==> src/rtl/shift_seq_arbiter_if.sv <==
// Request/grant and shift-register drive bundle for shift_seq_arbiter.
// The master side issues transfer requests; the slave side is the arbiter.
interface shift_seq_arbiter_if #(
  parameter int WIDTH = 8
);
  logic [1:0]       req;
  logic             dir0;
  logic             dir1;
  logic [WIDTH-1:0] word0;
  logic [WIDTH-1:0] word1;
  logic             abort;
  logic [1:0]       gnt;
  logic             busy;
  logic             done;
  logic             done_id;
  logic             shift_left;
  logic             shift_right;
  logic             data_in;

  modport master (
    output req, dir0, dir1, word0, word1, abort,
    input  gnt, busy, done, done_id, shift_left, shift_right, data_in
  );

  modport slave (
    input  req, dir0, dir1, word0, word1, abort,
    output gnt, busy, done, done_id, shift_left, shift_right, data_in
  );
endinterface

==> src/rtl/shift_seq_arbiter.sv <==
// Two-requester round-robin arbiter that serially loads the winner's word
// into an external shift register, MSB first when shifting left and LSB
// first when shifting right. All outputs decode from registered state.
module shift_seq_arbiter #(
  parameter int WIDTH = 8
) (
  input logic                clk,
  input logic                reset,
  shift_seq_arbiter_if.slave bus
);

  localparam int CNT_W = (WIDTH > 1) ? $clog2(WIDTH) : 1;
  localparam logic [CNT_W-1:0] CNT_LAST = CNT_W'(WIDTH - 1);

  typedef enum logic [1:0] {
    S_IDLE  = 2'd0,
    S_SHIFT = 2'd1,
    S_DONE  = 2'd2
  } state_t;

  state_t           r_state;
  state_t           w_next;
  logic [CNT_W-1:0] r_cnt;
  logic             r_owner;
  logic             r_last;
  logic [WIDTH-1:0] r_word;
  logic             r_dir;
  logic             w_start;
  logic             w_sel;
  logic [CNT_W-1:0] w_idx;

  assign w_start = (r_state == S_IDLE) && (bus.req != 2'b00);

  // Bit position of the word presented this cycle: LSB-up for right, MSB-down for left.
  assign w_idx = r_dir ? r_cnt : (CNT_LAST - r_cnt);

  // Winner selection: a lone requester wins, contention goes to the one not served last.
  always_comb begin
    w_sel = 1'b0;
    case (bus.req)
      2'b01:   w_sel = 1'b0;
      2'b10:   w_sel = 1'b1;
      2'b11:   w_sel = ~r_last;
      default: w_sel = 1'b0;
    endcase
  end

  // State register.
  always_ff @(posedge clk or negedge reset) begin
    if (!reset) begin
      r_state <= S_IDLE;
    end else begin
      r_state <= w_next;
    end
  end

  // Next-state logic; abort only matters while shifting, req only while idle.
  always_comb begin
    w_next = r_state;
    case (r_state)
      S_IDLE:  if (bus.req != 2'b00) w_next = S_SHIFT;
      S_SHIFT: begin
        if (bus.abort)               w_next = S_IDLE;
        else if (r_cnt == CNT_LAST)  w_next = S_DONE;
      end
      S_DONE:  w_next = S_IDLE;
      default: w_next = S_IDLE;
    endcase
  end

  // Transfer context: owner/word/dir captured at the grant edge, bit counter,
  // and last-served pointer which moves only on a completed transfer.
  always_ff @(posedge clk or negedge reset) begin
    if (!reset) begin
      r_cnt   <= '0;
      r_owner <= 1'b0;
      r_last  <= 1'b1;
      r_word  <= '0;
      r_dir   <= 1'b0;
    end else begin
      if (w_start) begin
        r_owner <= w_sel;
        r_word  <= w_sel ? bus.word1 : bus.word0;
        r_dir   <= w_sel ? bus.dir1 : bus.dir0;
        r_cnt   <= '0;
      end else if (r_state == S_SHIFT) begin
        r_cnt   <= r_cnt + CNT_W'(1);
      end
      if (r_state == S_DONE) begin
        r_last  <= r_owner;
      end
    end
  end

  // Output decode from registered state only.
  always_comb begin
    bus.gnt         = 2'b00;
    bus.busy        = 1'b0;
    bus.done        = 1'b0;
    bus.done_id     = 1'b0;
    bus.shift_left  = 1'b0;
    bus.shift_right = 1'b0;
    bus.data_in     = 1'b0;
    case (r_state)
      S_SHIFT: begin
        bus.busy        = 1'b1;
        bus.gnt         = (r_cnt == '0) ? (r_owner ? 2'b10 : 2'b01) : 2'b00;
        bus.shift_left  = ~r_dir;
        bus.shift_right = r_dir;
        bus.data_in     = r_word[w_idx];
      end
      S_DONE: begin
        bus.busy    = 1'b1;
        bus.done    = 1'b1;
        bus.done_id = r_owner;
      end
      default: ;
    endcase
  end

endmodule

==> src/flat_wrapper.sv <==
// flat-port wrapper written by rule: the top's interface ports become plain ports
module shift_seq_arbiter_flat 
#(
  parameter int WIDTH = 8
)
  (clk, reset, bus_req, bus_dir0, bus_dir1, bus_word0, bus_word1, bus_abort, bus_gnt, bus_busy, bus_done, bus_done_id, bus_shift_left, bus_shift_right, bus_data_in);
  shift_seq_arbiter_if #(.WIDTH(WIDTH)) bus_i ();
  input logic clk;
  input logic reset;
  input wire logic [$bits(bus_i.req)-1:0] bus_req;
  input wire logic [$bits(bus_i.dir0)-1:0] bus_dir0;
  input wire logic [$bits(bus_i.dir1)-1:0] bus_dir1;
  input wire logic [$bits(bus_i.word0)-1:0] bus_word0;
  input wire logic [$bits(bus_i.word1)-1:0] bus_word1;
  input wire logic [$bits(bus_i.abort)-1:0] bus_abort;
  output wire logic [$bits(bus_i.gnt)-1:0] bus_gnt;
  output wire logic [$bits(bus_i.busy)-1:0] bus_busy;
  output wire logic [$bits(bus_i.done)-1:0] bus_done;
  output wire logic [$bits(bus_i.done_id)-1:0] bus_done_id;
  output wire logic [$bits(bus_i.shift_left)-1:0] bus_shift_left;
  output wire logic [$bits(bus_i.shift_right)-1:0] bus_shift_right;
  output wire logic [$bits(bus_i.data_in)-1:0] bus_data_in;
  assign bus_i.req = bus_req;
  assign bus_i.dir0 = bus_dir0;
  assign bus_i.dir1 = bus_dir1;
  assign bus_i.word0 = bus_word0;
  assign bus_i.word1 = bus_word1;
  assign bus_i.abort = bus_abort;
  assign bus_gnt = bus_i.gnt;
  assign bus_busy = bus_i.busy;
  assign bus_done = bus_i.done;
  assign bus_done_id = bus_i.done_id;
  assign bus_shift_left = bus_i.shift_left;
  assign bus_shift_right = bus_i.shift_right;
  assign bus_data_in = bus_i.data_in;
  shift_seq_arbiter #(.WIDTH(WIDTH)) u_core (.clk(clk), .reset(reset), .bus(bus_i));
endmodule
==> config.mk <==
export PLATFORM = sky130hd
export DESIGN_NAME = shift_seq_arbiter_flat
export DESIGN_NICKNAME = d
export VERILOG_FILES = /design/src/rtl/shift_seq_arbiter_if.sv /design/src/rtl/shift_seq_arbiter.sv /design/src/flat_wrapper.sv
export SDC_FILE = /design/constraint.sdc
export NUM_CORES = 1
export LEC_CHECK = 0
export ABC_AREA = 1
export BUFFER_PORTS_ARGS = -buffer_cell sky130_fd_sc_hd__buf_4
export CORE_UTILIZATION = 50
export CTS_CLUSTER_SIZE = 30
export DETAILED_ROUTE_END_ITERATION = 16
export GPL_TIMING_DRIVEN = 0
export PLACE_DENSITY = 0.78
export SETUP_SLACK_MARGIN = 0.2
export SYNTH_ARGS = -nofsm -noshare
export SYNTH_HDL_FRONTEND = slang
export SYNTH_SLANG_ARGS = --single-unit
==> constraint.sdc <==
create_clock -name clk -period 2.1 [get_ports clk]
set_clock_uncertainty 0.2 [all_clocks]
set_input_delay 0.105 -clock clk [delete_from_list [all_inputs] [get_ports clk]]
set_output_delay 0.105 -clock clk [all_outputs]
set_load 0.05 [all_outputs]
---- After elaboration in Yosys (flattened, before gate mapping) ----
Cells that the tools add are included.
word-level totals
  bits in registers ....................... 16
  bits of input ports ..................... 23
  output and inout bits ................... 8
  word-level logic and storage cells ...... 46
cells by class
  add/sub/neg operators ................... 2
  $lt $le $gt $ge ......................... 1
  equal/unequal tests ..................... 7
  mux-type cells .......................... 21
  bitwise operators ....................... 2
  reduce and logical (&&, ||, !) cells .... 7
operator list
  cell                                                        count
  2-to-1 mux 2 bit                                            6
  2-to-1 mux 3 bit                                            3
  2-to-1 mux 1 bit                                            8
  2-to-1 mux 8 bit                                            1
  equality test 2 bit, second input constant                  3
  less-than comparator 3 x 4 -> 1 bit, second input constant  1
  case mux 2 bit (2 select lines)                             1
  nonzero test 2 bit                                          2
  adder 3 x 1 -> 3 bit, second input constant                 1
  binary-select mux 1 bit (select 3 bit)                      1
  equality test 3 bit, second input constant                  1
  zero test 3 bit                                             1
  != test 3 x 2 -> 1 bit, second input constant               1
  subtractor 3 bit, first input constant                      1
  equality test 2 x 1 -> 1 bit, second input constant         1
  zero test 2 bit                                             1
  != test 2 bit, second input constant                        1
  inverter 1 bit                                              2
  case mux 1 bit (2 select lines)                             1
  AND reduction 2 bit                                         1
  OR reduction 2 bit                                          1
  logical AND 1 bit                                           1

---- Depth between registers and ports, before layout ----
  word-level depth ........................ 5
  depth in mapped cells ................... 9
  gate-level depth less buffers ........... 8

---- Least setup slack after synthesis ----
Ideal clock, no wire load.
  path type ............................... register to output
  start point ............................. register u_core.r_dir
  end point ............................... output port bus_data_in
  arrival time ............................ 1.596 ns
  required time ........................... 1.795 ns
  path slack .............................. 0.199 ns
  stages on the path, launching flop included .. 9
  cell sequence ........................... dfrtp_1 buf_4 inv_1 nand2_1 nand2_1 o21ai_0 nor2_1 nor2_1 nor2_1
on the way
  word-level cells in the longest chain between the ends .. 4
RTL lines
  what                                    RTL line                  RTL
  from (decl)                             shift_seq_arbiter.sv:27   logic r_dir;
  from (signal assigned)                  shift_seq_arbiter.sv:84   r_dir <= w_sel ? bus.dir1 : bus.dir0;
  2-to-1 mux 3 bit                        shift_seq_arbiter.sv:35   assign w_idx = r_dir ? r_cnt : (CNT_LAST - r_cnt);
  binary-select mux 1 bit (select 3 bit)  shift_seq_arbiter.sv:110  bus.data_in = r_word[w_idx];
  2-to-1 mux 1 bit (implied by the code)  shift_seq_arbiter.sv:110
  2-to-1 mux 1 bit                        shift_seq_arbiter.sv:104  case (r_state)
  to (decl)                               flat_wrapper.sv:22        output wire logic [$bits(bus_i.data_in)-1:0] bus_data_in;
Every way passes these cells. The select of a mux whose other input is x is not followed.

---- Worst setup path in the final report ----
Same ends and word-level chain as after synthesis.

==> impl_metrics.prom <==
# TYPE chip_impl_metric gauge
chip_impl_info{name="path_delay_family",value="simple AND/OR/NAND/NOR gates"} 1
chip_impl_info{name="netlist_top_cells_count",value="24 x sky130_fd_sc_hd__nand2_1, 21 x sky130_fd_sc_hd__inv_1, 20 x sky130_fd_sc_hd__nor2_1, 16 x sky130_fd_sc_hd__o21ai_0, 15 x sky130_fd_sc_hd__dfrtp_1"} 1
chip_impl_metric{name="synth_warnings",unit=""} 0
chip_impl_metric{name="drt_first_iter_violations",unit=""} 37
chip_impl_metric{name="drv.max_cap_violation_count",unit=""} 0
chip_impl_metric{name="die_h",unit="um"} 46.7
chip_impl_metric{name="route.final.wire_length",unit="um"} 3140
chip_impl_metric{name="synth.lib_cells_used.distinct",unit=""} 19
chip_impl_info{name="rr_endpoint",value="u_core.r_word[5]"} 1
chip_impl_metric{name="fin_tns_setup",unit="ps"} 0
chip_impl_metric{name="slew_violations",unit=""} 0
chip_impl_metric{name="via_count",unit=""} 1138
chip_impl_info{name="holdCritPathClass",value="in -> async"} 1
chip_impl_metric{name="final_net_count",unit=""} 220
chip_impl_info{name="ys_top_cells_by_area",value="sky130_fd_sc_hd__dfrtp_1 38%, sky130_fd_sc_hd__nand2_1 9.0%, sky130_fd_sc_hd__ha_1 8.8%, sky130_fd_sc_hd__o21ai_0 8.0%, sky130_fd_sc_hd__inv_1 7.9%"} 1
chip_impl_info{name="rsz0062_at_grt",value="true"} 1
chip_impl_metric{name="synth-edff-count",unit=""} 0
chip_impl_info{name="r2r_start",value="u_core.r_state[0]"} 1
chip_impl_metric{name="overflow",unit=""} 0
chip_impl_metric{name="io_buffers",unit=""} 30
chip_impl_metric{name="detail_routed_net_length_per_standard_cell",unit="um"} 14.7
chip_impl_metric{name="hpwlAfterDp",unit="um"} 1730
chip_impl_metric{name="fin_cells",unit=""} 214
chip_impl_metric{name="pwr_density",unit="nW/um2"} 1550
chip_impl_info{name="most_common_flop_cell_mapped_by_yosys",value="sky130_fd_sc_hd__dfrtp_1"} 1
chip_impl_metric{name="period_minus_slack",unit="ps"} 1900
chip_impl_metric{name="grtUsageTotal",unit="%"} 27.9
chip_impl_metric{name="post-route-period-util",unit="%"} 90.3
chip_impl_metric{name="fin_util",unit="%"} 88.6
chip_impl_metric{name="worstRegToRegCells",unit=""} 7
chip_impl_metric{name="die_width",unit="um"} 46.7
chip_impl_metric{name="path_buf_inv",unit=""} 3
chip_impl_metric{name="antenna_found_initial",unit=""} 0
chip_impl_metric{name="place.gp.congestion",unit=""} 0.816
chip_impl_metric{name="core",unit="um2"} 1800
chip_impl_metric{name="mappedNetlistArea",unit="um2"} 997
chip_impl_info{name="cts_tree",value="done"} 1
chip_impl_metric{name="worst_path_largest_cell_delay",unit="ps"} 390
chip_impl_metric{name="cp_max_fo",unit=""} 6
chip_impl_metric{name="setup_viol",unit=""} 0
chip_impl_metric{name="ioPinCount",unit=""} 31
chip_impl_info{name="timing.critical_path.slowest_stage_cell",value="sky130_fd_sc_hd__dfrtp_1"} 1
chip_impl_metric{name="worst_ep_required_time",unit="ps"} 1790
chip_impl_metric{name="cts_inserted_buffers",unit=""} 3
chip_impl_info{name="timing.critical_path.cells",value="buf_6, inv_6, nand2_2, nand2_2, nand3_1, nand2_1, nor2_2, nor2_2, buf_6"} 1
chip_impl_info{name="cts_root_buf",value="sky130_fd_sc_hd__clkbuf_4"} 1
chip_impl_metric{name="syn-num-nets",unit=""} 162
chip_impl_metric{name="clock_slew_at_reported_path_ffs",unit="ps"} 100
chip_impl_metric{name="drc_errors",unit=""} 0
chip_impl_info{name="outcome",value="complete, but fails checks"} 1
chip_impl_metric{name="grt_pass1_wl",unit="um"} 4270
chip_impl_metric{name="post_synth_inst_count",unit=""} 132
chip_impl_metric{name="reg2reg_slack",unit="ps"} 310
chip_impl_metric{name="number_of_hold_violations_in_the_final_report",unit=""} 15
chip_impl_metric{name="leakage",unit="uW"} 0.000816
chip_impl_metric{name="grt_max_degree",unit=""} 17
chip_impl_metric{name="worst_hold_slack",unit="ps"} -6.15
chip_impl_info{name="worstSetupStartpointType",value="flip-flop"} 1
chip_impl_metric{name="slew-limit-headroom",unit="%"} 72.1
chip_impl_metric{name="synthesis.area_per_instance",unit="um2"} 7.55
chip_impl_info{name="worstSetupPathType",value="reg -> out"} 1
chip_impl_info{name="synth.most_common_cell",value="sky130_fd_sc_hd__nand2_1"} 1
chip_impl_metric{name="worst-slew-pin-transition",unit="ps"} 419
chip_impl_metric{name="worst_ep_arrival_time",unit="ps"} 1590
chip_impl_metric{name="first_global_vias",unit=""} 990
chip_impl_metric{name="max_freq",unit="MHz"} 527
chip_impl_metric{name="synth_seq_area_share",unit="%"} 40.3
chip_impl_metric{name="layout-drive-gt1-share",unit="%"} 35.4
chip_impl_metric{name="floorplan.initialDensity",unit="%"} 55.3
chip_impl_metric{name="synth_top_area_share",unit="%"} 37.6
chip_impl_metric{name="firstDrtPassIters",unit=""} 4
chip_impl_metric{name="ir_drop",unit="uV"} 1190
chip_impl_metric{name="clock_latency_of_the_later_clocked_register_in_the_worst_skew_pair",unit="ps"} 300
chip_impl_metric{name="ys_async_sr_fraction",unit="%"} 100
chip_impl_info{name="endpoint_kind",value="output port"} 1
chip_impl_metric{name="dp_cells",unit=""} 187
chip_impl_metric{name="post_drt_via_cell_ratio",unit=""} 5.32
chip_impl_info{name="violations",value="negative hold slack"} 1
chip_impl_metric{name="report.power.total",unit="uW"} 2480
chip_impl_metric{name="cts.htree.levels",unit=""} 1
chip_impl_metric{name="route.antenna.remaining_nets",unit=""} 0
chip_impl_info{name="cell_accounting_for_the_most_synthesized_area",value="sky130_fd_sc_hd__dfrtp_1"} 1
chip_impl_metric{name="ant_diodes",unit=""} 0
chip_impl_metric{name="clock-sinks",unit=""} 16
chip_impl_metric{name="row_count",unit=""} 15
chip_impl_metric{name="synthToLayoutAreaGrowth",unit="%"} 60.1
chip_impl_metric{name="synth.ff_latch_count",unit=""} 16
chip_impl_metric{name="die_area",unit="um2"} 2180
chip_impl_metric{name="ctsLongestPathBuffers",unit=""} 2
-- cells in the final DEF, fill, tap and decap left out, drive strengths merged --
cell type and n:
a21oi 1, dfrtp 15, nand2 24, clkbuf 4, inv 23, o22ai 7
dfstp 1, nand3 9, buf 36, a31oi 2, or2 1, dlygate4sd3 20
nor2 20, ha 7, o21ai 18, xnor2 1
-- power breakdown --
part | switching [uW] | internal [uW]
Combinational | 1080 | 625
Sequential | 98.3 | 463
Clock | 110 | 106
-- worst max path at each step --
| stage | endpoint | slack [ps] | cells after the start | startpoint |
|---|---|---|---|---|
| final | bus_data_in | 200 | 9 | u_core.r_dir |
| after floorplan | bus_gnt[0] | 300 | 4 | u_core.r_state[1] |
| after detailed placement | u_core.r_state[0] | 400 | 7 | u_core.r_state[1] |
| after global routing | bus_data_in | 140 | 9 | u_core.r_dir |
| after CTS | bus_data_in | 200 | 8 | u_core.r_cnt[0] |
| after global placement | u_core.r_state[0] | 420 | 7 | u_core.r_state[1] |
-- area by class of cell --
cell class,count,area [um2]
multi-input cells,90,549
repair buffers,53,455
flip-flops and latches,16,403
fillers,96,205
inverters,23,93.8
clock buffers,4,36.3
well taps,25,31.3
plain buffers,3,27.5
-- sequential cells by signal, summed over array words and instances (netlist names) --
register / cells
u_core.r_cnt: 3
u_core.r_state: 2
u_core.r_dir: 1
u_core.r_owner: 1
u_core.r_last: 1
u_core.r_word: 8
-- what timing repair did --
| item | 4_1_cts | 5_1_grt |
|---|---|---|
| gates cloned | 0 | 0 |
| resized for setup | 7 | 22 |
| endpoints found under the hold margin | 26 | 0 |
| hold buffers | 20 | 0 |
| endpoints found under the setup margin | 1 | 3 |
| setup buffers | 0 | 3 |
| pin swaps | 3 | 8 |
-- per-stage QoR --
stage          area [um2]  setup slack, ps
2_1_floorplan        1000              303
3_3_place_gp         1260              421
3_5_place_dp         1260              396
4_1_cts              1510              200
5_1_grt              1600              139
6_report             1600              204
-- kinds of logic (layout without fill, tap and decap cells) --
kind of cell    Yosys count  after routing  share of synthesized area [%]
xor+xnor                  1              1                          0.878
compound gates           28             28                           17.1
fa+ha+maj                 7              7                           8.78
buf+inv                  26             83                           11.0
simple gates             54             54                           22.0
flops                    16             16                           40.3
-- metal layers --
| layer | wire (um) | vias up | track usage, % |
|---|---|---|---|
| met2 | 1660 | 60 | 50.3 |
| met4 | 48 | 0 | 6.86 |
| met1 | 1260 | 532 | 34.8 |
| met3 | 177 | 9 | 3.53 |
| li1 | - | 537 | - |
| met5 | 0 | - | 0 |
-- worst register-to-register path, cell delays in order, from the launching register on --
cell and delay, ps:
sky130_fd_sc_hd__dfrtp_1 410, sky130_fd_sc_hd__inv_1 120, sky130_fd_sc_hd__ha_1 250, sky130_fd_sc_hd__o21ai_2 180
sky130_fd_sc_hd__inv_2 150, sky130_fd_sc_hd__buf_6 170, sky130_fd_sc_hd__o21ai_0 100, sky130_fd_sc_hd__o22ai_1 100
Note: power is estimated with default switching activity, not from simulation.
